**src/rtl/coremesh_cluster_clint.sv**
```systemverilog
// coremesh_cluster_clint
// Core-local interruptor for the cluster. A Wishbone target that provides
// per-core software-interrupt bits, a shared prescaled 64-bit machine timer
// and per-core 64-bit timer compares. It drives irq[i] = msip[i] | mtip[i].
//
// Ports:
//   clock, reset          - system clock, asynchronous active-high reset
//   t_adr, t_dat_w, t_sel - byte address (only [9:2] decoded), write data, byte selects
//   t_cyc, t_stb, t_we    - bus cycle, strobe, write enable
//   t_dat_r, t_ack, t_err - read data and termination, one cycle after acceptance
//   t_tga, t_tgc, t_tgd_w - address/cycle/write-data tags, ignored
//   t_tgd_r               - read data tag, always 0
//   irq                   - per-core interrupt lines (registered)
module coremesh_cluster_clint #(
  parameter int unsigned N_CORES   = 4,
  parameter int unsigned ADR_WIDTH = 32,
  parameter int unsigned DAT_WIDTH = 32,
  parameter int unsigned TGA_WIDTH = 1,
  parameter int unsigned TGD_WIDTH = 1,
  parameter int unsigned TGC_WIDTH = 4
) (
  input  logic                 clock,
  input  logic                 reset,
  input  logic [ADR_WIDTH-1:0] t_adr,
  input  logic [DAT_WIDTH-1:0] t_dat_w,
  output logic [DAT_WIDTH-1:0] t_dat_r,
  input  logic                 t_cyc,
  input  logic                 t_stb,
  input  logic                 t_we,
  input  logic [3:0]           t_sel,
  output logic                 t_ack,
  output logic                 t_err,
  input  logic [TGA_WIDTH-1:0] t_tga,
  input  logic [TGC_WIDTH-1:0] t_tgc,
  input  logic [TGD_WIDTH-1:0] t_tgd_w,
  output logic [TGD_WIDTH-1:0] t_tgd_r,
  output logic [N_CORES-1:0]   irq
);

  typedef enum logic [0:0] {StIdle, StResp} state_e;

  state_e             state_q;
  logic [N_CORES-1:0] msip_q;
  logic [N_CORES-1:0] mtip_q;
  logic [63:0]        mtime_q, mtime_d;
  logic [31:0]        shadow_q;
  logic [63:0]        mtimecmp_q [N_CORES];
  logic [15:0]        prescale_q;
  logic [15:0]        pcnt_q, pcnt_d;
  logic               tick;

  // Decode results
  logic [7:0]         word;
  logic               hit;
  logic [31:0]        rdata;
  logic [N_CORES-1:0] hit_msip, hit_cmp_lo, hit_cmp_hi;
  logic               hit_mtime_lo, hit_mtime_hi, hit_prescale;
  logic               accept, wr_en, rd_en;

  logic unused_inputs;
  assign unused_inputs = ^{t_adr[ADR_WIDTH-1:10], t_adr[1:0], t_tga, t_tgc, t_tgd_w};

  assign t_tgd_r = '0;
  assign word    = t_adr[9:2];
  assign accept  = (state_q == StIdle) && t_cyc && t_stb;
  assign wr_en   = accept && t_we && hit;
  assign rd_en   = accept && !t_we && hit;

  function automatic logic [31:0] merge_bytes(input logic [31:0] old_val,
                                              input logic [31:0] new_val,
                                              input logic [3:0]  sel);
    logic [31:0] res;
    res = old_val;
    for (int b = 0; b < 4; b++) begin
      if (sel[b]) res[8*b +: 8] = new_val[8*b +: 8];
    end
    return res;
  endfunction

  // Address decode and read mux, from register state before the accepting edge.
  always_comb begin
    hit          = 1'b0;
    rdata        = '0;
    hit_msip     = '0;
    hit_cmp_lo   = '0;
    hit_cmp_hi   = '0;
    hit_mtime_lo = 1'b0;
    hit_mtime_hi = 1'b0;
    hit_prescale = 1'b0;
    case (word[7:6])
      2'b00: begin
        for (int i = 0; i < N_CORES; i++) begin
          if (word[5:0] == 6'(i)) begin
            hit         = 1'b1;
            hit_msip[i] = 1'b1;
            rdata       = {31'b0, msip_q[i]};
          end
        end
      end
      2'b01: begin
        if (word[5:1] == 5'd0) begin
          hit = 1'b1;
          if (word[0]) begin
            hit_mtime_hi = 1'b1;
            rdata        = shadow_q;
          end else begin
            hit_mtime_lo = 1'b1;
            rdata        = mtime_q[31:0];
          end
        end
      end
      2'b10: begin
        for (int i = 0; i < N_CORES; i++) begin
          if (word[5:1] == 5'(i)) begin
            hit = 1'b1;
            if (word[0]) begin
              hit_cmp_hi[i] = 1'b1;
              rdata         = mtimecmp_q[i][63:32];
            end else begin
              hit_cmp_lo[i] = 1'b1;
              rdata         = mtimecmp_q[i][31:0];
            end
          end
        end
      end
      default: begin
        if (word[5:0] == 6'd0) begin
          hit          = 1'b1;
          hit_prescale = 1'b1;
          rdata        = {16'b0, prescale_q};
        end
      end
    endcase
  end

  // Timer next state. A bus write to one MTIME half wins over a tick; the
  // other half keeps its pre-tick value and the tick is dropped.
  always_comb begin
    tick    = (pcnt_q == prescale_q);
    mtime_d = tick ? mtime_q + 64'd1 : mtime_q;
    if (wr_en && hit_mtime_lo) begin
      mtime_d = {mtime_q[63:32], merge_bytes(mtime_q[31:0], t_dat_w, t_sel)};
    end else if (wr_en && hit_mtime_hi) begin
      mtime_d = {merge_bytes(mtime_q[63:32], t_dat_w, t_sel), mtime_q[31:0]};
    end
    pcnt_d = (tick || (wr_en && hit_prescale)) ? 16'd0 : pcnt_q + 16'd1;
  end

  always_ff @(posedge clock or posedge reset) begin
    if (reset) begin
      state_q    <= StIdle;
      t_ack      <= 1'b0;
      t_err      <= 1'b0;
      t_dat_r    <= '0;
      irq        <= '0;
      msip_q     <= '0;
      mtip_q     <= '0;
      mtime_q    <= '0;
      shadow_q   <= '0;
      prescale_q <= '0;
      pcnt_q     <= '0;
      for (int i = 0; i < N_CORES; i++) mtimecmp_q[i] <= '1;
    end else begin
      mtime_q <= mtime_d;
      pcnt_q  <= pcnt_d;
      irq     <= msip_q | mtip_q;

      for (int i = 0; i < N_CORES; i++) begin
        mtip_q[i] <= (mtime_q >= mtimecmp_q[i]);
        if (wr_en && hit_msip[i] && t_sel[0]) msip_q[i] <= t_dat_w[0];
        if (wr_en && hit_cmp_lo[i]) begin
          mtimecmp_q[i][31:0] <= merge_bytes(mtimecmp_q[i][31:0], t_dat_w, t_sel);
        end
        if (wr_en && hit_cmp_hi[i]) begin
          mtimecmp_q[i][63:32] <= merge_bytes(mtimecmp_q[i][63:32], t_dat_w, t_sel);
        end
      end

      if (wr_en && hit_prescale) begin
        prescale_q <= {t_sel[1] ? t_dat_w[15:8] : prescale_q[15:8],
                       t_sel[0] ? t_dat_w[7:0]  : prescale_q[7:0]};
      end

      // Latch the upper half when the lower half is read so a LO/HI pair is coherent.
      if (rd_en && hit_mtime_lo) shadow_q <= mtime_q[63:32];

      case (state_q)
        StIdle: begin
          if (t_cyc && t_stb) begin
            state_q <= StResp;
            t_ack   <= hit;
            t_err   <= !hit;
            t_dat_r <= (hit && !t_we) ? rdata : '0;
          end
        end
        StResp: begin
          state_q <= StIdle;
          t_ack   <= 1'b0;
          t_err   <= 1'b0;
          t_dat_r <= '0;
        end
        default: state_q <= StIdle;
      endcase
    end
  end

endmodule

```
**config.mk**
```make
export PLATFORM = sky130hd
export DESIGN_NAME = coremesh_cluster_clint
export DESIGN_NICKNAME = d
export VERILOG_FILES = /design/src/rtl/coremesh_cluster_clint.sv
export SDC_FILE = /design/constraint.sdc
export NUM_CORES = 1
export LEC_CHECK = 0
export CORE_MARGIN = 2
export CORE_UTILIZATION = 30
export DETAILED_ROUTE_END_ITERATION = 10
export PLACE_DENSITY = 0.53
export SETUP_SLACK_MARGIN = 0.4
export SYNTH_ARGS = -nofsm -noshare
export SYNTH_HDL_FRONTEND = slang
export SYNTH_SLANG_ARGS = --single-unit
export TNS_END_PERCENT = 20
```
**constraint.sdc**
```tcl
create_clock -name clock -period 27.2 [get_ports clock]
set_clock_uncertainty 0.05 [all_clocks]
set_input_delay 2.72 -clock clock [delete_from_list [all_inputs] [get_ports clock]]
set_output_delay 2.72 -clock clock [all_outputs]
set_load 0.01 [all_outputs]
```
==> key figures, run 1 <==
Status
  – Status: completed

Synthesis
  – Post-Syn Area: roughly 28000 um2
  – Top-count cell post-synth: inv_1
  – Sequential-to-total area share from yosys stat: just over 40%
  – Top post-synthesis cells by area: dfstp_2, dfrtp_1, ha_1, mux2_2, mux4_2
  – Seq cells post-synth: between 400 and 500
  – Cell taking the most area after synthesis: dfstp_2
  – EDFF count, synth: 0
  – Synth Net Count: between 3k and 4k
  – Most used DFF post-synth: dfstp_2
  – Top cell type's share of synthesized area: about 24%
  – Top post-synthesis cells by count: inv_1, ha_1, dfstp_2
  – Yosys warns: 0
  – Syn_area_per_cell: about 10 um2
  – Synth cell types: 80
  – Synthesized instance count: 2730
  – Fraction of registers with async set or reset after synthesis: 100.0%

GRT
  – Gr ovfl total: 0
  – M2 GR Usage: 32.32%
  – Met3 usage: 4.025%
  – GRT Resource Usage Total: a little over a fifth
  – GR Util met1: between 20 and 30%
  – First-pass GRT wire length: approximately 150000 um
  – Vias in the first global route: approximately 21k
  – Gr busiest metal: met2
  – Largest net degree at the start of global routing: between 100 and 150
  – Antenna violations before repair: 5

Worst setup path
  – Worst EP arrival: around 7.3 ns
  – Worst setup path class: primary input to flip-flop
  – CP max FO: 38
  – Crit start category: primary input
  – CP Cell Sequence: buf_2 > buf_4 > or4_4 > nor3_2 > nand2_2 > nor2_1 > nor2_1 > a21oi_1 > a21oi_1
  – CP Data Required Time: 27.65 ns
  – CP delay by family, top: simple AND/OR/NAND/NOR gates
  – Setup crit end kind: flip-flop
  – Buf/Inv on CP: 2
  – Crit path max-delay cell type: nor2_1
  – Worst path max stage delay: between 1 and 1.5 ns

STA
  – Minimum clock period: around 7 ns
  – Hold Violations, Final: 0
  – Max Fclk: roughly 0.15 GHz
  – Relative slew margins: about 15%
  – RSZ-0062 raised after global routing: false
  – Slew Viols, Final: 0
  – Slew at the pin closest to its max-slew limit: roughly 1.3 ns
  – Final setup vio count: 0
  – Worst hold slack: ~0.4 ns
  – Period utilization: 25.09%
  – Fin worst setup slack: 20.38 ns
  – Total negative slack: 0 ns

Clock tree
  – H-tree depth: 2
  – CTS Sinks: 431
  – Post-CTS setup buffers: 0
  – Hold_buf cts: 0
  – Quantity of gates resized following cts: 0
  – Clk buf depth: 3
  – CTS tree: yes
  – TritonCTS Buffers: 53
  – Reg clk slew, reported paths: 0.06 ns
  – Clock root buffer: clkbuf_16
  – Worst-Skew Late Latency: roughly 0.64 ns

Power and ir drop
  – Clk pwr share: between 40 and 50%
  – Leak pwr: between 10 and 15 nW
  – Total internal power: between 1 and 1.5 mW
  – Sw frac: a little over 30%
  – Switching pwr: between 0.5 and 0.6 mW
  – Gate power share: between 10% and 20%
  – Power Density: ~55 nW/um2
  – Sequential Power Share: 39.5%
  – Peak supply drop: roughly 0.044 mV

Placed design
  – DP HPWL: 70740 um
  – Placed Area: between 20000 and 30000 um2
  – Routability cong.: roughly 0.9
  – I/O Buffers: 86
  – Pre-CTS WS: 19.91 ns

Job
  – Max-Cap Viols: 0

Route
  – Final WL: 98930 um
  – DRT Pass-1 Iters: 6
  – Wire per inst: 24.67 um
  – DR DRC count: 0
  – Number of vias per cell: about 5.4
  – Final ANT Viol Nets: 0
  – Drt initial violations: about 1.7k
  – Vias: about 22k

Final layout
  – Fillers: around 9k
  – Share of cells above drive strength 1: around a quarter
  – Final core utilization: roughly a third
  – Synth-to-Final Area Change: 14.60%
  – Post-layout instance area: 31550 um2
  – NumNets Final: between 3k and 4k

Die
  – Core Region: between 90000 and 100000 um2
  – Core Rows: 111
  – Initial Util: ~30%
  – Chip height: 306.9 um
  – Die X: 306.9 um
  – Die ar.: about 94000 um2
  – Top Ports: between 100 and 150

Hold path
  – Worst hold path class: flip-flop to flip-flop
[state kept, by name (all words and copies together), names as in the netlist]
register    flops
shadow_q       32
mtime_q        64
t_dat_r        32
pcnt_q         16
mtip_q          4
state_q         1
t_err           1
t_ack           1
prescale_q     16
mtimecmp_q    256
msip_q          4
irq             4
[power groups by stage]
stage / registers (mW) / clock network (mW) / logic (mW)
after CTS: 0.689 / 0.777 / 0.293
after global placement: 0.699 / 0 / 0.291
final: 0.690 / 0.762 / 0.294
after global routing: 0.692 / 0.800 / 0.320
after floorplan: 0.684 / 0 / 0.183
after detailed placement: 0.699 / 0 / 0.292
[cell type report]
type                    instances  area [um2]  share of cell area, %
repair buffers                119        1111                  3.521
well taps                    1186        1484                  4.703
flip-flops and latches        431       11110                  35.20
diodes                          2       5.005                0.01586
clock buffers                  85        1719                  5.449
clock inverters                14       175.2                 0.5552
inverters                     276        1044                  3.307
multi-input cells            1897       14910                  47.25
[final timing paths]
path	start	end	slack, ns	cells after the start
worst min-delay path	mtip_q[3]	irq[3]	0.39	1
min in group asynchronous	reset	t_dat_r[23]	2.58	2
worst min register to register	mtip_q[3]	irq[3]	0.39	1
max in group asynchronous	reset	prescale_q[0]	22.40	4
worst max-delay path	t_adr[4]	mtime_q[50]	20.38	9
worst max register to register	mtime_q[19]	mtip_q[3]	22.71	9
[cells by family (layout without fill, tap and decap cells)]
family,count (synthesis),after routing,synth area share [%]
xor gates and xnor gates,30,30,0.9544
muxes,332,332,15.76
buffers and inverters,402,494,5.658
adders and majority gates,258,258,11.73
DFF,431,431,40.34
and+or+nand+nor,648,648,11.48
other,1,3,0.01362
AOI/OAI and AO/OA,628,628,14.07
[routing by layer]
metal	vias up	part of all wire [%]
li1	9989	-
met1	10781	45
met2	721	44
met3	167	7.2
met4	4	3.9
met5	-	0.028
[metrics by stage]
step / instances / power [mW]
floorplan: 2730 / 0.8670
global placement: 3909 / 0.9897
detailed placement: 3909 / 0.9918
CTS: 4008 / 1.760
global route: 4008 / 1.812
finish: 4010 / 1.746
[placed cells by master (no fill, tap or decap), types with 7 or more instances in the layout]
cell type | synthesis | layout
inv_1 | 275 | 274
ha_1 | 258 | 258
dfstp_2 | 256 | 256
mux2_2 | 240 | 240
nand2_1 | 228 | 227
o21ai_0 | 208 | 208
dfrtp_1 | 175 | 175
a21oi_1 | 157 | 156
nor2_1 | 143 | 142
clkdlybuf4s50_1 | 0 | 83
a21o_1 | 69 | 69
nand4_1 | 67 | 67
mux4_2 | 57 | 57
clkbuf_16 | 0 | 55
nand3_1 | 50 | 50
mux2i_1 | 34 | 34
buf_4 | 3 | 34
a221oi_1 | 27 | 27
nor3_1 | 28 | 27
a31oi_1 | 26 | 26
clkbuf_8 | 0 | 23
xnor2_1 | 21 | 21
and3_1 | 20 | 20
a211oi_1 | 17 | 17
and2_1 | 16 | 16
a22oi_1 | 16 | 16
and4_1 | 15 | 15
o22ai_1 | 13 | 13
o211ai_1 | 12 | 12
nor2b_1 | 11 | 11
nor4_1 | 14 | 11
or3_1 | 11 | 11
nand2b_1 | 10 | 10
or2_2 | 10 | 10
xor2_1 | 9 | 9
a32oi_1 | 8 | 8
o21a_1 | 7 | 7
clkbuf_1 | 94 | 7
clkinv_2 | 0 | 7
No activity file was read; power rests on OpenSTA's default activity.
==> inputs of run 2 (changes only) <==
==> constraint.sdc (replaced) <==
create_clock -name clock -period 6.3 [get_ports clock]
set_clock_uncertainty 0.05 [all_clocks]
set_input_delay 0.63 -clock clock [delete_from_list [all_inputs] [get_ports clock]]
set_output_delay 0.63 -clock clock [all_outputs]
set_load 0.01 [all_outputs]
==> key figures, run 2 (same netlist as run 1, synthesis figures left out) <==
Die
  – Core Region: approximately 91000 um2
  – Die X: a little over 300 um
  – Chip height: a little over 300 um
  – Core Rows: around 110
  – Die ar.: 94210 um2
  – Top Ports: 118
  – Initial Util: 30.17%

Clock tree
  – Hold_buf cts: 0
  – Clk buf depth: 3
  – CTS tree: yes
  – Quantity of gates resized following cts: 0
  – Clock root buffer: clkbuf_16
  – CTS Sinks: about 430
  – TritonCTS Buffers: 51
  – Worst-Skew Late Latency: about 0.6 ns
  – Reg clk slew, reported paths: ~0.060 ns
  – Post-CTS setup buffers: 0
  – H-tree depth: 2

GRT
  – GRT Resource Usage Total: between 20% and 30%
  – First-pass GRT wire length: between 100000 and 150000 um
  – Gr ovfl total: 0
  – Antenna violations before repair: 5
  – Largest net degree at the start of global routing: roughly 130
  – Vias in the first global route: roughly 21k

Power and ir drop
  – Sw frac: 30.99%
  – Leak pwr: roughly 14 nW
  – Peak supply drop: approximately 0.2 mV
  – Switching pwr: roughly 2.3 mW
  – Total internal power: 5.017 mW
  – Power Density: approximately 230 nW/um2
  – Pwr Total: 7.270 mW
  – Clk pwr share: between 40% and 50%
  – Sequential Power Share: about two fifths
  – Gate power share: between 10% and 20%

STA
  – Hold Violations, Final: 0
  – Final setup vio count: 0
  – Max Fclk: ~0.23 GHz
  – RSZ-0062 raised after global routing: false
  – Fin worst setup slack: just under 2 ns
  – Slew at the pin closest to its max-slew limit: about 1.2 ns
  – Period utilization: between 60 and 70%
  – Relative slew margins: between 20 and 25%
  – Worst hold slack: roughly 0.42 ns
  – Total negative slack: 0 ns
  – Minimum clock period: around 4.3 ns
  – Slew Viols, Final: 0

Worst setup path
  – CP Data Required Time: 6.79 ns
  – Crit start category: flip-flop
  – Worst r2r src: mtime_q[37]
  – Setup crit start: mtime_q[37]
  – CP max FO: 13
  – Worst setup path class: flip-flop to flip-flop
  – Worst EP arrival: 4.82 ns
  – Setup crit end kind: flip-flop

Placed design
  – Pre-CTS WS: around 2.0 ns
  – DP HPWL: 70600 um
  – Routability cong.: 0.8956
  – I/O Buffers: 86
  – Placed Area: 29700 um2
  – Placed Cells: between 3k and 4k

Final layout
  – Register with the most flip-flops: mtimecmp_q
  – Most frequent cells in the layout: inv_1, ha_1, dfstp_2
  – NumNets Final: ~3.1k
  – Synth-to-Final Area Change: 14.07%
  – Largest regs: mtimecmp_q (256), mtime_q (64)
  – Max FFs per register: around 260
  – Post-route insts no fill: 4010
  – Commonest non-fill, non-tap cell in the layout: inv_1
  – Final core utilization: 34.42%
  – Post-layout instance area: 31400 um2
  – Share of cells above drive strength 1: about a quarter

Route
  – DR DRC count: 0
  – Final WL: between 90000 and 100000 um
  – Drt initial violations: around 1.8k
  – Number of vias per cell: 5.448
  – Final ANT Viol Nets: 0
  – Wire per inst: around 25 um
  – DRT Pass-1 Iters: 5
  – Vias: about 22k

Job
  – Max-Cap Viols: 0

Hold path
  – Min-delay src: mtip_q[1]
  – Worst hold path class: flip-flop to flip-flop

Status
  – Status: completed
==> run 2: cell count changes in the layout (fill, tap and decap cells not counted), sizes merged <==
cell and delta:
clkbuf -10, buf +5, bufinv -1, clkinv +3
clkinvlp +7, diode -1, inv -3
==> run 2: routing by layer <==
metal	up-vias	GRT usage [%]	share of wire (%)	wire (um)
met2	774	33.02	45	44640
li1	9978	-	-	-
met3	174	3.618	7.3	7302
met1	10916	28.92	44	43810
met5	-	0	0.042	42
met4	6	7.638	3.9	3843
==> run 2: final timing paths <==
| path | end | slack, ns | cells past startpoint |
|---|---|---|---|
| max | mtip_q[3] | 1.97 | 8 |
| min | irq[1] | 0.42 | 1 |
| max reg2reg | mtip_q[3] | 1.97 | 8 |
| min reg2reg | irq[1] | 0.42 | 1 |
| max in group asynchronous | t_dat_r[0] | 4.28 | 4 |
| min in group asynchronous | shadow_q[19] | 0.60 | 3 |
==> run 2: layout make-up <==
type / count / area (um2)
inverter: 276 / 1040
fill: 9262 / 59840
clock buffer: 75 / 1539
timing repair buffer: 124 / 1161
multi-input combinational: 1897 / 14910
antenna: 1 / 2.502
sequential: 431 / 11110
clock inverter: 20 / 163.9
tap: 1186 / 1484
==> run 2: critical path: stages, from the launching register on <==
cell	delay, ns
dfrtp_1	0.62
ha_1	0.43
nand4_1	0.27
nand4bb_1	0.49
nor4_1	1.05
a2111oi_0	0.43
o31ai_1	0.50
buf_4	0.24
a221o_1	0.17
==> run 2: power groups by stage <==
stage	Clock, mW	Sequential, mW	Combinational [mW]
after floorplan	0	2.95	0.791
after global placement	0	3.03	1.23
after detailed placement	0	3.03	1.23
after CTS	3.10	2.98	1.24
after global routing	3.20	3.00	1.37
final	3.04	2.99	1.25
==> inputs of run 3 (changes only) <==
==> constraint.sdc (replaced) <==
create_clock -name clock -period 4.5 [get_ports clock]
set_clock_uncertainty 0.05 [all_clocks]
set_input_delay 0.45 -clock clock [delete_from_list [all_inputs] [get_ports clock]]
set_output_delay 0.45 -clock clock [all_outputs]
set_load 0.01 [all_outputs]
==> key figures, run 3 (same netlist as run 1, synthesis figures left out) <==
Die
  – Chip height: between 300 and 400 um
  – Die ar.: roughly 94000 um2
  – Core Region: between 90000 and 100000 um2
  – Core Rows: between 100 and 150
  – Die X: about 310 um
  – Initial Util: between 30 and 40%
  – Top Ports: between 100 and 150

Power and ir drop
  – Pwr Total: 10.42 mW
  – Switching pwr: approximately 3.2 mW
  – Sequential Power Share: between 30% and 40%
  – Total internal power: roughly 7.2 mW
  – Gate power share: a little under a fifth
  – Clk pwr share: 42.1%
  – Leak pwr: around 14 nW
  – Peak supply drop: approximately 0.29 mV
  – Power Density: between 300 and 400 nW/um2
  – Sw frac: slightly above 30%

STA
  – Relative slew margins: 27.75%
  – Final setup vio count: 0
  – Period utilization: 82.90%
  – Slew at the pin closest to its max-slew limit: approximately 1.1 ns
  – Total negative slack: 0 ns
  – Max Fclk: around 0.27 GHz
  – RSZ-0062 raised after global routing: false
  – Minimum clock period: approximately 3.7 ns
  – Hold Violations, Final: 0
  – Slew Viols, Final: 0

Clock tree
  – Reg clk slew, reported paths: approximately 0.06 ns
  – Hold_buf cts: 0
  – Quantity of gates resized following cts: 0
  – TritonCTS Buffers: ~50
  – Clock root buffer: clkbuf_16
  – CTS Sinks: approximately 430
  – Worst-Skew Late Latency: 0.61 ns
  – H-tree depth: 2
  – CTS tree: yes
  – Post-CTS setup buffers: 0
  – Clk buf depth: 3

Worst setup path
  – Crit start category: flip-flop
  – Setup crit end kind: flip-flop
  – Worst setup path class: flip-flop to flip-flop
  – CP Data Required Time: 4.92 ns
  – Worst r2r src: mtime_q[4]
  – Setup crit start: mtime_q[4]
  – CP max FO: 9
  – Worst EP arrival: around 4.2 ns

Route
  – Final ANT Viol Nets: 0
  – Final WL: slightly above 100000 um
  – Wire per inst: 24.89 um
  – DR DRC count: 0
  – Uppermost layer routed: met5
  – Met3 wire len: 7000 um
  – Met1 WL: approximately 46000 um
  – Vias: 22.12k
  – DRT Pass-1 Iters: 9
  – Number of vias per cell: 5.428
  – Met2 wire length: roughly 45000 um
  – Drt initial violations: approximately 2.2k

Final layout
  – Share of cells above drive strength 1: roughly 27%
  – Synth-to-Final Area Change: 16.20%
  – Most frequent cells in the layout: inv_1, ha_1, dfstp_2
  – Max FFs per register: about 260
  – Register with the most flip-flops: mtimecmp_q
  – Largest regs: mtimecmp_q (256), mtime_q (64)
  – Commonest non-fill, non-tap cell in the layout: inv_1
  – NumNets Final: between 3k and 4k

Job
  – Max-Cap Viols: 0

GRT
  – GRT Resource Usage Total: between 20% and 30%
  – Largest net degree at the start of global routing: 94
  – Antenna violations before repair: 3
  – Gr ovfl total: 0
  – First-pass GRT wire length: roughly 150000 um
  – Vias in the first global route: between 20k and 25k

Status
  – Status: completed

Placed design
  – DP HPWL: roughly 73000 um
  – Routability cong.: 0.9133
  – I/O Buffers: 86

Hold path
  – Worst hold path class: primary input to async pin
==> run 3: path summary, 6_finish.rpt <==
path,slack [ns],cells after the start,to
min,0.32,2,shadow_q[15]
max in group asynchronous,3.08,3,mtimecmp_q[123]
min reg2reg,0.40,1,irq[3]
min in group clock,0.40,1,irq[3]
max reg2reg,0.77,9,mtip_q[3]
max,0.77,9,mtip_q[3]
==> run 3: power by group through the flow <==
stage	Combinational, mW	Sequential (mW)	Clock, mW
6_report	1.89	4.15	4.38
5_1_grt	2.04	4.16	4.61
4_1_cts	1.87	4.15	4.46
3_5_place_dp	1.86	4.20	0
3_3_place_gp	1.85	4.21	0
2_1_floorplan	1.11	4.14	0
==> run 3: layout make-up <==
type | instances | area, um2
antenna | 1 | 2.502
fill | 9232 | 59260
sequential | 431 | 11110
clock inverter | 17 | 206.4
inverter | 276 | 1040
multi-input combinational | 1897 | 14910
tap | 1186 | 1484
timing repair buffer | 190 | 1707
clock buffer | 78 | 1540
==> run 3: metal layers <==
metal  track usage [%]  vias up
li1                  -    10110
met1             29.79    11047
met2             33.05      799
met3             3.797      166
met4             8.368        2
met5                 0        -
==> run 3: critical path, stage by stage, from the launching register on <==
cell	delay (ns)
dfrtp_1	0.61
ha_1	0.33
a21o_1	0.18
a2111oi_0	0.37
o21ai_0	0.36
and3_1	0.30
a2111oi_0	0.66
o31ai_1	0.20
buf_4	0.22
a221o_1	0.34
==> run 3: metrics by stage <==
step | std cells | instance area (um2) | setup slack (ns) | utilization (%) | hold slack [ns]
floorplan | 2730 | 27540 | -1.610 | - | 0.3603
global placement | 3980 | 30240 | 0.8232 | 33.14 | 0.3864
detailed placement | 3980 | 30240 | 0.7673 | 33.14 | 0.3910
CTS | 4075 | 31990 | 0.7322 | 35.06 | 0.3362
global route | 4075 | 31990 | 0.6211 | 35.06 | 0.3540
finish | 4076 | 31990 | 0.7694 | 35.06 | 0.3178
